`src/rtl/rr_arbiter8_if.sv`:
```
`default_nettype none
//------------------------------------------------------------------------------
// Module      : rr_arbiter8_if
// Description : Request/grant bundle between the requesters and the
//               eight-channel round-robin arbiter.
// Revision    : 1.0 - initial release
//------------------------------------------------------------------------------
interface rr_arbiter8_if;
   logic [7:0] req;            // bit i high = channel i requests
   logic       release_grant;  // current owner finished (sampled while granted)
   logic       grant_valid;    // a grant is active
   logic [2:0] grant_idx;      // granted channel, decoder select
   logic       timeout;        // one-cycle pulse on forced revocation
   logic [7:0] grant_count;    // grants issued, saturating at 255

   // Arbiter side: consumes requests, produces grants.
   modport master (
      input  req,
      input  release_grant,
      output grant_valid,
      output grant_idx,
      output timeout,
      output grant_count
   );

   // Requester side: produces requests, consumes grants.
   modport slave (
      output req,
      output release_grant,
      input  grant_valid,
      input  grant_idx,
      input  timeout,
      input  grant_count
   );
endinterface
`default_nettype wire

```
`src/rtl/rr_arbiter8.sv`:
```
`default_nettype none
//------------------------------------------------------------------------------
// Module      : rr_arbiter8
// Description : Eight-requester round-robin arbiter. Holds a grant until the
//               owner releases, drops its request, or HOLD_MAX cycles elapse.
//               All outputs are registered.
// Revision    : 1.0 - initial release
//------------------------------------------------------------------------------
module rr_arbiter8 #(
   parameter int HOLD_MAX = 15   // legal range 1..255
) (
   input  wire logic     clk,
   input  wire logic     rst_n,
   rr_arbiter8_if.master bus
);

   typedef enum logic [0:0] {
      IDLE  = 1'b0,
      GRANT = 1'b1
   } state_t;

   // Last hold_cnt value before a forced end; the grant then spans HOLD_MAX cycles.
   localparam logic [7:0] HOLD_LAST = 8'(HOLD_MAX - 1);

   state_t     state, state_nxt;
   logic [2:0] ptr, ptr_nxt;
   logic [7:0] hold_cnt, hold_nxt;
   logic       grant_valid, valid_nxt;
   logic [2:0] grant_idx, idx_nxt;
   logic       timeout, timeout_nxt;
   logic [7:0] grant_count, count_nxt;

   logic [2:0] winner;
   logic       any_req;

   // Round-robin search: first requesting channel at or after ptr, wrapping mod 8.
   always_comb begin
      logic [2:0] cand;
      winner  = ptr;
      any_req = 1'b0;
      // Scan from the farthest offset down so the nearest hit is kept last.
      for (int k = 7; k >= 0; k--) begin
         cand = ptr + 3'(k);
         if (bus.req[cand]) begin
            winner  = cand;
            any_req = 1'b1;
         end
      end
   end

   // Next-state and next-output logic for the IDLE/GRANT machine.
   always_comb begin
      state_nxt   = state;
      ptr_nxt     = ptr;
      hold_nxt    = hold_cnt;
      valid_nxt   = grant_valid;
      idx_nxt     = grant_idx;
      timeout_nxt = 1'b0;
      count_nxt   = grant_count;

      unique case (state)
         IDLE: begin
            if (any_req) begin
               idx_nxt   = winner;
               valid_nxt = 1'b1;
               hold_nxt  = 8'd0;
               count_nxt = (grant_count != 8'hFF) ? grant_count + 8'd1 : grant_count;
               state_nxt = GRANT;
            end
         end
         GRANT: begin
            if (bus.release_grant || !bus.req[grant_idx]) begin
               // Normal end; takes priority over a coincident hold limit.
               valid_nxt = 1'b0;
               ptr_nxt   = grant_idx + 3'd1;
               hold_nxt  = 8'd0;
               state_nxt = IDLE;
            end else if (hold_cnt == HOLD_LAST) begin
               valid_nxt   = 1'b0;
               ptr_nxt     = grant_idx + 3'd1;
               hold_nxt    = 8'd0;
               timeout_nxt = 1'b1;
               state_nxt   = IDLE;
            end else begin
               hold_nxt = hold_cnt + 8'd1;
            end
         end
         default: begin
            state_nxt = IDLE;
            valid_nxt = 1'b0;
         end
      endcase
   end

   // State and output registers, cleared asynchronously.
   always_ff @(posedge clk or negedge rst_n) begin
      if (!rst_n) begin
         state       <= IDLE;
         ptr         <= 3'd0;
         hold_cnt    <= 8'd0;
         grant_valid <= 1'b0;
         grant_idx   <= 3'd0;
         timeout     <= 1'b0;
         grant_count <= 8'd0;
      end else begin
         state       <= state_nxt;
         ptr         <= ptr_nxt;
         hold_cnt    <= hold_nxt;
         grant_valid <= valid_nxt;
         grant_idx   <= idx_nxt;
         timeout     <= timeout_nxt;
         grant_count <= count_nxt;
      end
   end

   assign bus.grant_valid = grant_valid;
   assign bus.grant_idx   = grant_idx;
   assign bus.timeout     = timeout;
   assign bus.grant_count = grant_count;

endmodule
`default_nettype wire
```
`src/flat_wrapper.sv`:
```
// flat-port wrapper written by rule: the top's interface ports become plain ports
module rr_arbiter8_flat 
#(
   parameter int HOLD_MAX = 15                        
)
  (clk, rst_n, bus_req, bus_release_grant, bus_grant_valid, bus_grant_idx, bus_timeout, bus_grant_count);
  rr_arbiter8_if bus_i ();
  input  wire logic clk;
  input  wire logic rst_n;
  input wire logic [$bits(bus_i.req)-1:0] bus_req;
  input wire logic [$bits(bus_i.release_grant)-1:0] bus_release_grant;
  output wire logic [$bits(bus_i.grant_valid)-1:0] bus_grant_valid;
  output wire logic [$bits(bus_i.grant_idx)-1:0] bus_grant_idx;
  output wire logic [$bits(bus_i.timeout)-1:0] bus_timeout;
  output wire logic [$bits(bus_i.grant_count)-1:0] bus_grant_count;
  assign bus_i.req = bus_req;
  assign bus_i.release_grant = bus_release_grant;
  assign bus_grant_valid = bus_i.grant_valid;
  assign bus_grant_idx = bus_i.grant_idx;
  assign bus_timeout = bus_i.timeout;
  assign bus_grant_count = bus_i.grant_count;
  rr_arbiter8 #(.HOLD_MAX(HOLD_MAX)) u_core (.clk(clk), .rst_n(rst_n), .bus(bus_i));
endmodule
```
`config.mk`:
```
export PLATFORM = sky130hd
export DESIGN_NAME = rr_arbiter8_flat
export DESIGN_NICKNAME = d
export VERILOG_FILES = /design/src/rtl/rr_arbiter8_if.sv /design/src/rtl/rr_arbiter8.sv /design/src/flat_wrapper.sv
export SDC_FILE = /design/constraint.sdc
export NUM_CORES = 1
export LEC_CHECK = 0
export ABC_AREA = 1
export BUFFER_PORTS_ARGS = -buffer_cell sky130_fd_sc_hd__buf_2
export CAP_MARGIN = 20
export CORE_MARGIN = 3
export CORE_UTILIZATION = 57
export CTS_CLUSTER_SIZE = 30
export DETAILED_ROUTE_END_ITERATION = 12
export GPL_TIMING_DRIVEN = 1
export HOLD_SLACK_MARGIN = 0.03
export PLACE_DENSITY = 0.79
export SLEW_MARGIN = 20
export SYNTH_ARGS = -nofsm -noshare
export SYNTH_HDL_FRONTEND = slang
export SYNTH_SLANG_ARGS = --single-unit
```
`constraint.sdc`:
```
create_clock -name clk -period 5.3 [get_ports clk]
set_input_delay 0.795 -clock clk [delete_from_list [all_inputs] [get_ports clk]]
set_output_delay 0.795 -clock clk [all_outputs]
set_load 0.02 [all_outputs]
```
======== After elaboration in Yosys (flattened, before gate mapping) ========
Index checks and enable logic that the tools add are counted.
cells by class
  add/subtract/negate cells ............... 10
  reductions and logical operators ........ 7
  equal/unequal tests ..................... 4
  muxes and demuxes ....................... 51
  magnitude comparators ................... 9
  bitwise operators ....................... 1
operators by type and width
  cell                                                                      number
  3-bit by 4-bit < comparator with 1-bit output (second input constant)     9
  3-bit two-way mux                                                         10
  1-bit binary-select mux with 3-bit select                                 9
  1-bit two-way mux                                                         26
  8-bit two-way mux                                                         3
  8-bit by 1-bit adder with 8-bit output (second input constant)            2
  8-bit case mux with 2 select lines                                        1
  3-bit adder (second input constant)                                       4
  8-bit by 4-bit equality test with 1-bit output (second input constant)    1
  8-bit inequality test (second input constant)                             1
  3-bit by 1-bit adder with 3-bit output (second input constant)            2
  3-bit by 2-bit adder with 3-bit output (second input constant)            2
  2-bit AND reduction                                                       3
  1-bit case mux with 2 select lines                                        2
  3-bit inequality test (second input constant)                             1
  3-bit AND reduction                                                       1
  2-bit by 1-bit inequality test with 1-bit output (second input constant)  1
  2-bit nonzero test                                                        1
  1-bit logical NOT                                                         1
  1-bit logical OR                                                          1
  1-bit inverter                                                            1
storage, ports and cells
  bits in registers ....................... 25
  input port bits ......................... 11
  logic and storage cells ................. 89

======== Longest topological paths before layout ========
  depth in word-level cells ............... 13
  gate-level depth with buffers ........... 20
  mapped depth without buffers ............ 18

======== Worst setup path before layout ========
No wires, ideal clock.
  kind .................................... reg2reg
  start point ............................. register u_core.ptr[0]
  end point ............................... register u_core.grant_count[4], in the netlist u_core.bus.grant_count[4]
  arrival time ............................ 2119 ps
  library setup time ...................... 120 ps
  cell stages (with the launch flop) ...... 17
  setup slack ............................. 3060 ps
  required time ........................... 5180 ps
  cells stage by stage .................... dfrtp_1 -> buf_6 -> inv_4 -> buf_8 -> ha_1 -> inv_2 -> nand3_1 -> nand3_1 -> nand2_1 -> inv_2 -> nand4_4 -> nor2_4 -> nor2_8 -> nand2_4 -> nor2_1 -> nand2_1 -> nand2_1
between the ends
  word-level cells in the longest chain between the ends .. 12
ends and longest elaborated chain
  what                                       RTL line            source
  start, declared                            rr_arbiter8.sv:26   logic [2:0] ptr, ptr_nxt;
  start signal, assigned                     rr_arbiter8.sv:107  ptr <= ptr_nxt;
  3-bit adder                                rr_arbiter8.sv:43   cand = ptr + 3'(k);
  1-bit binary-select mux with 3-bit select  rr_arbiter8.sv:44   if (bus.req[cand]) begin
  1-bit two-way mux (not written as such)    rr_arbiter8.sv:44
  1-bit two-way mux (7 in series)            rr_arbiter8.sv:44
  1-bit two-way mux (*)                      rr_arbiter8.sv:44
  3-bit AND reduction (no source line) (*)   n/a
  end signal, assigned                       rr_arbiter8.sv:112  grant_count <= count_nxt;
  end, declared                              rr_arbiter8.sv:31   logic [7:0] grant_count, count_nxt;
Every way passes the cells marked *; elsewhere a longest branch is shown, timed or not. The select of a mux whose other input is x is not followed.
A chain may end at the register's enable or synchronous reset.

======== Final worst setup path ========
  start point ............................. register u_core.ptr[1]
  end point ............................... register u_core.grant_count[4], in the netlist u_core.bus.grant_count[4]
Same word-level chain as after synthesis.

==> metrics.yaml <==
critPathKind: "reg2reg"
core_sq_mm: 0.00339
antenna_found_initial: 0
avgRoutedWirePerCell_microns: 12.7
power_leakage_nw: 1.11
crit_start: "u_core.ptr[1]"
antenna_cells: 0
fin_crit_ps: 2590
post_synth_main_area_contributors: "dfrtp_1, nand2_1, nand3_2"
synth_ff_type: "dfrtp_1"
wl_met2_mm: 2.06
synth.top_cell.area_share_pct: 30.6
clkLatencyLatePin_ps: 320
yosysSeqAreaShare_pct: 30.6
gp_congestion: 0.982
htree_levels: 1
post-route-drc-count: 0
period_share_pct: 48.9
setup_viol: 0
fill_cells: 285
setup_ws_ps: 2710
drv_slew: 0
grt_usage_pct: 22.2
met1_length_mm: 1.98
synthCells: 271
grt_overflow: 0
cts_sinks: 25
postLayoutCoreUtil_pct: 65.2
fmax_mhz: 386
drt-initial-drc-count: 145
synth.avg_cell_area_sq_um: 7.55
viasPerCell: 5.33
netlist-cell-type-count: 29
numCtsBuffers: 3
row_count: 21
rsz0062_at_grt: "false"
synth-compound-area-share_pct: 8.31
status: "completed"
port_buffers: 23
hold_viol: 0
ctsResizeCount: 0
cap_viol_max_count: 0
totalNegativeSetupSlack_ps: 0
dieArea_sq_mm: 0.00435
postPlaceCellArea_sq_mm: 0.00218
area_delta_synth_final_pct: 8.01
die_w_microns: 65.9
max_slew_margin_pct: 63.9
yosysMostFrequentCell: "nand2_1"
final_area_sq_mm: 0.00221
cp_max_fo: 11
syn_nets: 288
initial_core_util_pct: 60.4
synth_top_area_cell: "dfrtp_1"
critPathLaunchType: "register"
finalNetCount: 312
synth_top_family_by_area: "simple AND/OR/NAND/NOR gates"
syn_area_sq_mm: 0.00205
wirelength_mm: 4.31
cts_root_buf: "clkbuf_4"
antenna_left: 0
crit_arrival_ps: 2810
drive_gt1_share_pct: 25.5
grt_pass1_wl_mm: 7.63
grt_max_degree: 26
yosys_warnings: 0
wl_met3_microns: 196
synth_seq_cells: 25
synthArstFlopShare_pct: 100
die-height_microns: 65.9
clock_path_buffers: 2
synth_edf_count: 0
yosys-top-cells-count: "nand2_1, nand3_1, dfrtp_1"
rr_worst_depth: 13
fin_skew_ps: 5.71
grt_pass1_vias: 1714
tightestPinTransition_ps: 541
dpl.hpwl_mm: 3.48
dp_slack_ps: 2740
first_pass_iters: 4
clk_pin_slew_ps: 140
reg2reg_from: "u_core.ptr[1]"
synth_mux_area_share_pct: 0
holdBufCountCts: 0
crit_path_end_kind: "register"
synthSimpleGateAreaFrac_pct: 42.5
cts_tree: "built"
powerDensity_mw_per_mm2: 728
synth-xor-area-share_pct: 6.42
ir_drop_mv: 0.347
hp-class: "in2async"
top_layer_used: "met4"
num_vias: 1812
critPathRequiredTime_ps: 5520
pin_count: 24
post_cts_buffers: 0
synth-adder-area-share_pct: 3.67
-- registers in the layout (all words and copies together), names as in the netlist --
signal,cells
u_core.bus.grant_count,8
u_core.hold_cnt,8
u_core.bus.grant_idx,3
u_core.ptr,3
u_core.bus.grant_valid,1
u_core.bus.timeout,1
u_core.state,1
-- where the power goes --
group          leakage [nW]  switching (mW)  internal [mW]
Combinational         0.774           0.773          0.398
Sequential            0.315           0.100          0.252
Clock                0.0177          0.0567         0.0283
-- stage by stage --
stage	std cells	power [mW]	hold slack, ps
floorplan	271	1.31	499
global placement	336	1.52	524
detailed placement	336	1.52	520
CTS	340	1.61	445
global route	340	1.78	451
finish	340	1.61	432
-- cells by family (layout without fill, tap and decap cells) --
logic type | count (synthesis) | in the layout
buffers and inverters | 40 | 63
AOI/OAI and AO/OA | 30 | 30
xor gates and xnor gates | 15 | 15
DFF | 25 | 25
adders and majority gates | 6 | 6
and+or+nand+nor | 155 | 155
-- cell usage in the layout, fill, tap and decap left out, types with 2 or more instances in the layout --
cell,Yosys,routed
inv_2,11,11
a21oi_1,8,8
nand2_4,6,6
dfrtp_1,25,25
clkbuf_4,0,3
inv_1,24,24
nor4_1,2,2
nand3_1,34,34
nand2_1,64,64
buf_2,2,23
ha_1,6,6
nand3_2,19,19
nand4_4,2,2
o22ai_1,7,7
o21ai_1,3,3
nor3_1,3,3
nand2_2,6,6
o21ai_0,8,8
xnor2_1,5,5
nor2_1,17,17
xor2_1,10,10
-- routing by layer --
layer,global-route usage [%],vias to the layer above
li1,-,934
met1,30.3,830
met2,36.0,42
met3,2.21,6
met4,8.81,0
met5,0,-
-- layout make-up --
cell class / instances / area, sq um / area share [%]
Inverter: 36 / 138 / 6.23
Multi-Input combinational cell: 206 / 1250 / 56.4
Timing Repair Buffer: 23 / 115 / 5.21
Clock buffer: 3 / 22.5 / 1.02
Clock inverter: 1 / 5.00 / 0.226
Sequential cell: 25 / 626 / 28.3
Tap cell: 46 / 57.6 / 2.60
-- worst max-delay path, stage by stage, from the launching register on --
cell and delay (ps):
dfrtp_1 650, inv_2 180, ha_1 490, inv_2 120, nand3_1 150, nand3_1 110, nand2_1 150, inv_2 70
nand4_4 80, nor2_4 60, nor2_8 150, nand2_4 100, o21ai_1 130, nand2_1 50
-- final timing paths --
kind / end / slack [ps]
min: u_core.hold_cnt[7] / 430
min reg2reg: u_core.bus.grant_valid / 530
max: u_core.bus.grant_count[4] / 2710
max reg2reg: u_core.bus.grant_count[4] / 2710
min in group clk: u_core.bus.grant_valid / 530
max in group asynchronous: u_core.bus.grant_count[2] / 4500
No activity file was read; power rests on OpenSTA's default activity.
